`src/rtl/parity_stream_pkg.sv`:
```
// Shared types and constants for the parity stream source/checker.
package parity_stream_pkg;

    typedef enum logic [2:0] {
        IDLE,
        SEND,
        RECV,
        DRAIN,
        DONE
    } state_t;

    localparam logic [1:0] ERR_OK   = 2'b00;
    localparam logic [1:0] ERR_DATA = 2'b01;
    localparam logic [1:0] ERR_LAST = 2'b10;
    localparam logic [1:0] ERR_TMO  = 2'b11;

    localparam logic [7:0] RESP_ODD   = 8'hFF;
    localparam logic [7:0] RESP_EVEN0 = 8'hAB;
    localparam logic [7:0] RESP_EVEN1 = 8'h12;
    localparam logic [7:0] RESP_EVEN2 = 8'hDE;

    // x^8+x^6+x^5+x^4+1 -> feedback from bits 7,5,4,3
    localparam logic [7:0] LFSR_TAPS = 8'hB8;

    // The first error recorded in a transaction is the one reported.
    function automatic logic [1:0] keep_first_err(input logic [1:0] cur, input logic [1:0] nw);
        return (cur == ERR_OK) ? nw : cur;
    endfunction

    // Reply byte the responder owes at position idx for the given packet parity.
    function automatic logic [7:0] expected_reply(input logic odd, input logic [1:0] idx);
        logic [7:0] b;
        if (odd) begin
            b = RESP_ODD;
        end else begin
            case (idx)
                2'd0:    b = RESP_EVEN0;
                2'd1:    b = RESP_EVEN1;
                default: b = RESP_EVEN2;
            endcase
        end
        return b;
    endfunction

endpackage

```
`src/rtl/parity_lfsr8.sv`:
```
// 8-bit Fibonacci LFSR, shifts left with feedback into bit 0 when adv is high.
module parity_lfsr8
    import parity_stream_pkg::*;
#(
    parameter logic [7:0] SEED = 8'hA5
) (
    input  logic       clk,
    input  logic       rst_n,
    input  logic       adv,
    output logic [7:0] q
);

    // Only reset reseeds; the sequence otherwise runs on across packets.
    always_ff @(posedge clk or negedge rst_n) begin
        if (!rst_n)   q <= SEED;
        else if (adv) q <= {q[6:0], ^(q & LFSR_TAPS)};
    end

endmodule

```
`config.mk`:
```
export PLATFORM = sky130hd
export DESIGN_NAME = parity_lfsr8
export DESIGN_NICKNAME = d
export VERILOG_FILES = /design/src/rtl/parity_stream_pkg.sv /design/src/rtl/parity_lfsr8.sv
export SDC_FILE = /design/constraint.sdc
export NUM_CORES = 1
export LEC_CHECK = 0
export ABC_CLOCK_PERIOD_IN_PS = 2390
export CAP_MARGIN = 20
export CORE_AREA = 2 2 39 41
export CTS_CLUSTER_DIAMETER = 100
export DETAILED_ROUTE_END_ITERATION = 8
export DIE_AREA = 0 0 41 43
export PLACE_DENSITY_LB_ADDON = 0.15
export SYNTH_ARGS = -nofsm -noshare
export SYNTH_HDL_FRONTEND = slang
export SYNTH_SLANG_ARGS = --single-unit
```
`constraint.sdc`:
```
create_clock -name clk -period 2.39 [get_ports clk]
set_input_delay 0.3585 -clock clk [delete_from_list [all_inputs] [get_ports clk]]
set_output_delay 0.3585 -clock clk [all_outputs]
set_load 0.05 [all_outputs]
```
# Word-level counts from Yosys, hierarchy flattened
# Index checks and enable logic that the tools add are counted.
# Widths: inputs -> output; s select.
# totals
reg_bits	8
out_inout_bits	8
input_bits	3
wordCells	2
# classes
reduce_logical	1
# op_table
operator	n
$reduce_xor 8->1	1

# Depth between registers and ports, before layout
# depth
ltp_word	1
mapped_depth	3
mapped_depth_nobuf	3

# Least setup slack after synthesis
# No wires, ideal clock.
# synth_timing
path_type	register -> register
from	reg q[5]
to	reg q[0]
path_stages_with_launch	4
setup_ns	0.073
period_less_slack_ns	1.156
setup_slack_ns	1.234
n_path_buf	0
arrival_time_ns	1.083
required_ns	2.317
cell_sequence	dfstp_2 > xnor2_1 > xnor2_1 > a21oi_1
# synth_via
elab_chain_len	1
# synth_lines
item	line	text
start: declaration	parity_lfsr8.sv:10	output logic [7:0] q
start signal: assignment	parity_lfsr8.sv:16	else if (adv) q <= {q[6:0], ^(q & LFSR_TAPS)};
$reduce_xor 8->1	parity_lfsr8.sv:16	
# No other way between the ends.
# A chain may end at the register's enable or synchronous reset.

# Worst setup path in the final report
# layout_timing
from	reg q[5]
to	out q[5]
# No word-level cell between the ends.

==> results.sh <==
export IMPL_status="finished, final reports clean"
export IMPL_fp_dieW_microns=41
export IMPL_cts_path_max_buffers=2
export IMPL_die_y_microns=43
export IMPL_grt_max_degree=10
export IMPL_max_freq_mhz=511.0
export IMPL_finClkSkew_ns=0.001296
export IMPL_antenna_diode_count=0
export IMPL_cts_htree_levels=1
export IMPL_crit_fanout=4
export IMPL_grt_first_pass_wirelength_microns=876
export IMPL_clk_latency_ns=0.25
export IMPL_hold_viol_final=0
export IMPL_worstPathArrival_ns=1.60
export IMPL_ys_top_cells_by_area="dfstp_2, dfrtp_1, mux2_2"
export IMPL_grt_usage_pct=8.325
export IMPL_critical_path_max_stage_delay_ns=0.80
export IMPL_cts_buffers=3
export IMPL_largest_register_ffs=8
export IMPL_worst_hold_slack_ns=0.3895
export IMPL_slew_violations=0
export IMPL_max_cap_violations=0
export IMPL_area_growth_pct=42.47
export IMPL_clock_sinks=8
export IMPL_gp_congestion=0.6268
export IMPL_cp_end_kind="primary output"
export IMPL_grt_pass1_vias=197
export IMPL_core_sq_mm=0.001384
export IMPL_wl_microns=575
export IMPL_top_register="q"
export IMPL_io_buffers=10
export IMPL_drive_gt1_share_pct=42.42
export IMPL_path_clk_slew_ns=0.05
export IMPL_gr_total_overflow=0
export IMPL_crit_family="buffers and inverters"
export IMPL_ios=11
export IMPL_cp_num_buf_inv=1
export IMPL_min_period_ns=1.957
export IMPL_synth_top_cell_area_share_pct=32.43
export IMPL_vias=200
export IMPL_synth_cell_types=7
export IMPL_synthCells=21
export IMPL_period_share_pct=81.87
export IMPL_synth_top_area_cell="dfstp_2"
export IMPL_die_area_sq_mm=0.001763
export IMPL_rsz0062_at_grt="false"
export IMPL_drc=0
export IMPL_initial_core_util_pct=23.42
export IMPL_hold_class="in2async"
export IMPL_ys_seq_elements=8
export IMPL_finalSetupTns_ns=0
export IMPL_cts_tree="built"
export IMPL_ys_seq_area_share_pct=63.32
export IMPL_ant_nets=0
export IMPL_syn_nets=24
export IMPL_reg_top3="q: 8 flops"
export IMPL_fin_nets=38
export IMPL_start_kind="register"
export IMPL_drt_initial_drc_count=0
export IMPL_critPathKind="reg2out"
export IMPL_cpMaxStageDelayCell="clkdlybuf4s50_1"
export IMPL_routedWlPerCell_microns=11.73
export IMPL_antenna_found_initial=0
export IMPL_cts_root_buffer="clkbuf_4"
export IMPL_synth_warning_count=0
export IMPL_rows=14
export IMPL_maxSlewHeadroom_pct=66.96
export IMPL_critical_path_required_ns=2.03
export IMPL_postSynthAreaPerCell_sq_um=15.43
export IMPL_postCtsResizedCells=0
export IMPL_vias_per_cell=4.082
export IMPL_cts_hold_buf=0
export IMPL_cp_cell_sequence="clkdlybuf4s50_1"
export IMPL_firstDrtPassIters=1
export IMPL_setup_viol=0
export IMPL_regToRegSetupSlack_ns=1.40
export IMPL_cts_setup_buffers=0
export IMPL_syn_cell_area_sq_um=324.1
export IMPL_tightestPinTransition_ns=0.4941
## final cells by class
type / count / area, sq um
fillers: 146 / 922.1
flip-flops and latches: 8 / 205.2
multi-input cells: 12 / 113.9
repair buffers: 10 / 100.1
clock buffers: 3 / 22.52
well taps: 16 / 20.02
## layer usage
metal	global-route usage, %	vias to the layer above	part of all wire, %
li1	-	96	-
met1	10.33	100	45
met2	9.375	4	49
met3	3.141	0	5.9
met4	10.00	0	0
met5	0	-	0
## per-stage QoR
stage | utilization, % | instance area [sq um] | std cells | worst slack, ns
after floorplan | - | 324.1 | 21 | 1.234
after global placement | 31.74 | 439.2 | 46 | 0.6991
after detailed placement | 31.74 | 439.2 | 46 | 0.6942
after CTS | 33.36 | 461.7 | 49 | 0.4183
after global routing | 33.36 | 461.7 | 49 | 0.3991
final | 33.36 | 461.7 | 49 | 0.4332
## kinds of logic (layout without fill, tap and decap cells)
logic type	after synthesis	in the layout	share of synthesized area, %
xor gates and xnor gates	3	3	8.110
AOI/OAI and AO/OA	1	1	1.543
muxes	7	7	24.33
and+or+nand+nor	1	1	1.157
DFF	8	8	63.32
buffers and inverters	1	13	1.543
## cells in the final DEF, fill, tap and decap left out, drive strengths merged
cell,n
clkdlybuf4s50,10
mux2,7
dfstp,4
dfrtp,4
xnor2,3
clkbuf,3
nor2,1
a21oi,1
## Yosys cell counts (all sizes together)
master	number
a21oi	1
buf	1
dfrtp	4
dfstp	4
mux2	7
nor2	1
xnor2	3
## worst paths after layout
kind                             startpoint                to  depth (start not counted)
setup / recovery           q[5]$_DFFE_PN1P_              q[5]                          1
hold / removal                        rst_n  q[1]$_DFFE_PN0P_                          1
setup reg to reg           q[5]$_DFFE_PN1P_  q[0]$_DFFE_PN1P_                          3
hold reg to reg            q[0]$_DFFE_PN1P_  q[0]$_DFFE_PN1P_                          2
max in group asynchronous             rst_n  q[5]$_DFFE_PN1P_                          1
min in group clk           q[0]$_DFFE_PN1P_  q[0]$_DFFE_PN1P_                          2
Power is left out: the tool's default activity adds up to more than one toggle a clock period on the data nets, which glitch-free logic cannot reach.
